--- src/rtl/fifo_rd_ctrl.sv ---
// Read-side controller of the asynchronous FIFO (rdclk domain).
// Derives empty, level and almost-empty from the synchronized Gray write pointer.
// Issues 1-cycle-latency memory reads into a 2-entry first-word-fall-through buffer.
// Publishes the registered Gray read pointer for the read-to-write synchronizer.
module fifo_rd_ctrl #(
  parameter int Addr_Width   = 8,
  parameter int Data_Width   = 8,
  parameter int Almost_Empty = 2
) (
  input  logic                  rdclk,
  input  logic                  rd_rst,
  input  logic [Addr_Width:0]   wptr_sync,
  input  logic [Data_Width-1:0] mem_rdata,
  input  logic                  rd_ready,
  output logic                  rd_en,
  output logic [Addr_Width-1:0] raddr,
  output logic [Addr_Width:0]   rptr,
  output logic [Data_Width-1:0] rd_data,
  output logic                  rd_valid,
  output logic                  rd_empty,
  output logic [Addr_Width:0]   rd_level,
  output logic                  rd_almost_empty
);

  localparam int PW = Addr_Width + 1;
  typedef logic [PW-1:0] ptr_t;
  localparam ptr_t AE_LVL = PW'(Almost_Empty);

  function automatic ptr_t bin2gray(input ptr_t b);
    return b ^ (b >> 1);
  endfunction

  function automatic ptr_t gray2bin(input ptr_t g);
    ptr_t b;
    b[PW-1] = g[PW-1];
    for (int i = PW - 2; i >= 0; i--) b[i] = b[i+1] ^ g[i];
    return b;
  endfunction

  // Pointer state: binary read count plus its registered Gray image.
  ptr_t                  rbin_q, rbin_d;
  ptr_t                  rptr_q, rptr_d;
  // pend_q: a memory read was issued last cycle, its data arrives now.
  logic                  pend_q, pend_d;
  // Output buffer: hd_q is the head (rd_data), tl_q the second entry.
  logic [1:0]            cnt_q, cnt_d;
  logic [Data_Width-1:0] hd_q, hd_d;
  logic [Data_Width-1:0] tl_q, tl_d;

  ptr_t       wbin;
  ptr_t       rbin_inc;
  logic       mem_empty;
  logic       fire;
  logic [2:0] occ;

  // Flow control: read only while memory holds words and the buffer
  // (counting the word in flight and this cycle's pop) has room.
  always_comb begin
    wbin      = gray2bin(wptr_sync);
    rbin_inc  = rbin_q + ptr_t'(1);
    mem_empty = (rptr_q == wptr_sync);
    fire      = rd_valid & rd_ready;
    occ       = {1'b0, cnt_q} + {2'b00, pend_q} - {2'b00, fire};
    rd_en     = !rd_rst && !mem_empty && (occ < 3'd2);
  end

  // Next state for pointers and the 2-entry buffer (push at tail, pop at head).
  always_comb begin
    rbin_d = rbin_q;
    rptr_d = rptr_q;
    pend_d = rd_en;
    cnt_d  = cnt_q;
    hd_d   = hd_q;
    tl_d   = tl_q;
    if (rd_en) begin
      rbin_d = rbin_inc;
      rptr_d = bin2gray(rbin_inc);
    end
    case ({pend_q, fire})
      2'b10: begin
        if (cnt_q == 2'd0) hd_d = mem_rdata;
        else               tl_d = mem_rdata;
        cnt_d = cnt_q + 2'd1;
      end
      2'b01: begin
        hd_d  = tl_q;
        cnt_d = cnt_q - 2'd1;
      end
      2'b11: begin
        // Pop and push together: count unchanged, next word moves up.
        if (cnt_q == 2'd1) begin
          hd_d = mem_rdata;
        end else begin
          hd_d = tl_q;
          tl_d = mem_rdata;
        end
      end
      default: ;
    endcase
  end

  // State registers; reset also drops any read still in flight.
  always_ff @(posedge rdclk or posedge rd_rst) begin
    if (rd_rst) begin
      rbin_q <= '0;
      rptr_q <= '0;
      pend_q <= 1'b0;
      cnt_q  <= 2'd0;
      hd_q   <= '0;
      tl_q   <= '0;
    end else begin
      rbin_q <= rbin_d;
      rptr_q <= rptr_d;
      pend_q <= pend_d;
      cnt_q  <= cnt_d;
      hd_q   <= hd_d;
      tl_q   <= tl_d;
    end
  end

  // Outputs; level counts unread memory words, the word in flight and buffered words.
  always_comb begin
    raddr           = rbin_q[Addr_Width-1:0];
    rptr            = rptr_q;
    rd_data         = hd_q;
    rd_valid        = (cnt_q != 2'd0);
    rd_empty        = (cnt_q == 2'd0);
    rd_level        = (wbin - rbin_q) + PW'(pend_q) + PW'(cnt_q);
    rd_almost_empty = (rd_level <= AE_LVL);
  end

endmodule

--- config.mk ---
export PLATFORM = sky130hd
export DESIGN_NAME = fifo_rd_ctrl
export DESIGN_NICKNAME = d
export VERILOG_FILES = /design/src/rtl/fifo_rd_ctrl.sv
export SDC_FILE = /design/constraint.sdc
export NUM_CORES = 1
export LEC_CHECK = 0
export CAP_MARGIN = 15
export CELL_PAD_IN_SITES_DETAIL_PLACEMENT = 1
export CELL_PAD_IN_SITES_GLOBAL_PLACEMENT = 1
export CORE_UTILIZATION = 25
export DETAILED_ROUTE_END_ITERATION = 8
export HOLD_SLACK_MARGIN = 0.02
export PLACE_DENSITY = 0.6
export SYNTH_ARGS = -nofsm -noshare
export SYNTH_HDL_FRONTEND = slang
export SYNTH_SLANG_ARGS = --single-unit
--- constraint.sdc ---
create_clock -name rdclk -period 5.4 [get_ports rdclk]
set_clock_uncertainty 0.05 [all_clocks]
set_input_delay 0.81 -clock rdclk [delete_from_list [all_inputs] [get_ports rdclk]]
set_output_delay 0.81 -clock rdclk [all_outputs]
set_load 0.03 [all_outputs]
==> flow_summary.yaml, run 1 <==
layout:
  fillers: 1100
  antenna_cells: 0
  finish.cell_count_without_fillers: 455
  flow.area_growth_from_synthesis_pct: 45.0
  layout-drive-gt1-share_pct: 23.6
  final_nets: 370
drt:
  drt_iter0_markers: 30
  final_antenna_net_count: 0
  route.vias.total: 2048
  postRouteWirelength_mm: 6.29
  drt_pre_antenna_iters: 4
  routed_wire_length_per_instance_um: 13.8
  vias_per_cell: 4.50
  remaining_drc_errors: 0
yosys:
  cells_after_synthesis: 240
  yosysWarningCount: 0
  synth_area_um2: 2450
  synth.ff_latch_count: 36
  synth.top_cell.area_share_pct: 36.7
  synth_top_cells_by_area: "sky130_fd_sc_hd__dfrtp_1, sky130_fd_sc_hd__ha_1, sky130_fd_sc_hd__xnor2_1"
  postSynthAreaPerCell_um2: 10.2
  asyncSetResetFlopFracSynth_pct: 100
  post_synth_num_cell_types: 33
  synth_top_cells_by_count: "sky130_fd_sc_hd__dfrtp_1, sky130_fd_sc_hd__xnor2_1, sky130_fd_sc_hd__ha_1"
  synth_sequential_area_ratio_pct: 36.7
  synth.largest_area_cell: "sky130_fd_sc_hd__dfrtp_1"
  synth_ff_type: "sky130_fd_sc_hd__dfrtp_1"
  number_of_synthesized_flops_with_an_enable_pin: 0
  yosys.cell_count.top_type: "sky130_fd_sc_hd__dfrtp_1"
  mappedNetlistNets: 285
global_route:
  maximum_number_of_pins_on_one_net_before_global_route_repair: 38
  grt_first_pass_wirelength_mm: 10.3
  grtUsageMet2_pct: 22.5
  grt_util_met1_pct: 16.6
  antenna_found_initial: 0
  track_usage_pct: 13.1
  gr-max-usage-layer: "met2"
  grt_pass1_vias: 2068
  use_met3_pct: 2.91
  grt_overflow: 0
setup_path:
  worst_ep_required_time_ns: 4.54
  crit_end: "rd_almost_empty"
  critical_path.max_fanout: 2
  worst_path_dominant_cell_family: "XOR/XNOR gates"
  worst-r2r-cell-count: 12
  worstSetupStartpoint: "wptr_sync[7]"
  rrSetupSlack_ns: 2.29
  critical_path.n_buffers_inverters: 4
  critical-path-slowest-cell: "sky130_fd_sc_hd__or4b_4"
  timing.rr.start: "cnt_q[1]"
  cp-end-kind: "output port"
  critPathArrivalTime_ns: 4.71
  worstPathCellList: "buf_6 -> xor3_2 -> xnor2_2 -> xnor2_2 -> xor2_2 -> xnor3_2 -> fa_1 -> inv_2 -> buf_4 -> ha_1 -> nand2b_1 -> nand2b_1 -> a211oi_1 -> nor2_1 -> or4b_4 -> nor4_4 -> buf_6"
  start_kind: "input pin"
  cell_depth_of_the_worst_setup_path: 17
  critical_path.max_stage_delay_ns: 0.55
  critical_path.reg2reg.endpoint: "rbin_q[1]"
  timing.setup.critical_path_class: "in -> out"
sta:
  rsz0062_at_grt: "yes"
  final-hold-violation-count: 0
  post-route-period-util_pct: 103
  finalWorstSetupSlack_ns: -0.165
  fmaxAchievable_mhz: 180
  worst_slew_margin_rel_pct: 27.3
  period_minus_slack_ns: 5.57
  max_slew.worst_pin.slew_ns: 1.09
  final-max-slew-violation-count: 0
  setup_viol: 1
clock_network:
  cts_max_level: 2
  cts.sinks: 36
  clk-insertion-delay-late_ns: 0.29
  cts.root.buffer_cell: "sky130_fd_sc_hd__clkbuf_8"
  numCtsBuffers: 5
  clock_tree_from_tritoncts: "yes"
  clockBufferDepth: 2
  clock_edge_transition_at_the_registers_on_the_reported_setup_and_hold_paths_ns: 0.07
floorplan:
  die-area_um2: 10200
  die_span_x_um: 101
  pin_count: 58
  initial_core_util_pct: 26.2
  rows: 35
  core-area_um2: 9370
  fp.dieH_um: 101
place:
  io_buffer_count: 57
  dpl.cell_count: 441
  place.detailed.hpwl_mm: 4.85
  finalWeightedCongestion: 0.742
outcome:
  outcome: "finished with violations"
  violated_checks: "setup timing"
run:
  timing.max_cap.violations: 0
min_path:
  hold_path_class: "reg -> reg"
per-layer routing:
metal / share of wire, % / wire, um
met1: 46 / 2920
met3: 4.4 / 274
met5: 0 / 0
met2: 48 / 3040
met4: 0.89 / 56
placed cells by master (no fill, tap or decap), types with 2 or more instances in the layout:
cell	instances
sky130_fd_sc_hd__o21ai_1	2
sky130_fd_sc_hd__a21oi_2	2
sky130_fd_sc_hd__a22oi_1	8
sky130_fd_sc_hd__clkdlybuf4s50_1	45
sky130_fd_sc_hd__o21a_1	2
sky130_fd_sc_hd__xor2_1	15
sky130_fd_sc_hd__inv_2	2
sky130_fd_sc_hd__xnor2_2	3
sky130_fd_sc_hd__buf_6	3
sky130_fd_sc_hd__nand2_1	18
sky130_fd_sc_hd__and3_1	4
sky130_fd_sc_hd__a21o_1	4
sky130_fd_sc_hd__xnor2_1	24
sky130_fd_sc_hd__nand2b_1	3
sky130_fd_sc_hd__a21oi_1	8
sky130_fd_sc_hd__fa_1	2
sky130_fd_sc_hd__fa_2	2
sky130_fd_sc_hd__clkbuf_8	5
sky130_fd_sc_hd__nor4_1	2
sky130_fd_sc_hd__mux2_2	12
sky130_fd_sc_hd__nor2_1	13
sky130_fd_sc_hd__inv_1	17
sky130_fd_sc_hd__buf_4	33
sky130_fd_sc_hd__ha_1	21
sky130_fd_sc_hd__dfrtp_1	36
sky130_fd_sc_hd__o21ai_0	13
sky130_fd_sc_hd__nand4_1	4
state kept, by name, summed over array words and instances, names as in the netlist:
register / flops
pend_q: 1
rd_data: 8
rptr: 8
rbin_q: 9
cnt_q: 2
tl_q: 8
worst min-delay path by stage:
stage                          start         end  slack, ns  cells after the start
after floorplan             cnt_q[0]    cnt_q[0]       0.41                      1
after global placement    rd_data[2]  rd_data[2]       0.42                      2
after detailed placement  rd_data[5]  rd_data[5]       0.43                      2
after CTS                 rd_data[5]  rd_data[5]       0.45                      2
after global routing         tl_q[5]     tl_q[5]       0.47                      1
final                     rd_data[5]  rd_data[5]       0.44                      2
what timing repair did:
item,in CTS,in global routing
gates resized for setup,17,8
gates cloned,0,0
endpoints found under the setup margin,5,5
hold buffers,0,0
buffers inserted,4,2
pin swaps,13,13
final cells by class:
cell class | count | area, um2 | area share, %
well taps | 129 | 161 | 4.54
flip-flops and latches | 36 | 901 | 25.3
multi-input cells | 179 | 1560 | 43.9
inverters | 19 | 71.3 | 2.00
repair buffers | 84 | 754 | 21.2
clock inverters | 2 | 35.0 | 0.985
clock buffers | 6 | 72.6 | 2.04
worst register-to-register path: cells and delay by family (launching register included):
| family | cells | cell delay (ns) |
|---|---|---|
| adder cells (fa/ha/maj) | 3 | 0.90 |
| XOR/XNOR | 1 | 0.14 |
| AND/OR/NAND/NOR | 3 | 0.48 |
| buffers and inverters | 4 | 0.59 |
| multiplexers | 1 | 0.37 |
| flip-flops | 1 | 0.43 |
per-stage QoR:
| step | setup WS (ns) | area (um2) | hold WS, ns | setup TNS, ns | utilization, % |
|---|---|---|---|---|---|
| after CTS | -0.290 | 3520 | 0.450 | -0.290 | 37.5 |
| after detailed placement | -0.479 | 3360 | 0.432 | -1.38 | 35.9 |
| after global placement | -0.442 | 3360 | 0.420 | -1.29 | 35.9 |
| after floorplan | -0.0115 | 2520 | 0.414 | -0.0115 | - |
| after global routing | -0.330 | 3560 | 0.475 | -0.479 | 38.0 |
| final | -0.165 | 3560 | 0.440 | -0.165 | 38.0 |
cell families after synthesis:
group	count (synthesis)	synth area share, %
mux	12	5.50
simple gates	48	9.28
fa+ha+maj	25	14.0
compound gates	47	11.8
flops	36	36.7
buf+inv	25	3.87
xor+xnor	47	18.9
Power of run 1 is not shown: default switching activity piles up to over one toggle a cycle in this logic, so the estimate is an artifact.
==> run 2, diff against run 1 <==
Settings changed: GPL_ROUTABILITY_DRIVEN from default to 0.
==> results of run 2 <==
Same layout as run 1: the final DEF is identical, and so are final timing and power.
Power of run 2 is left out for the same reason.
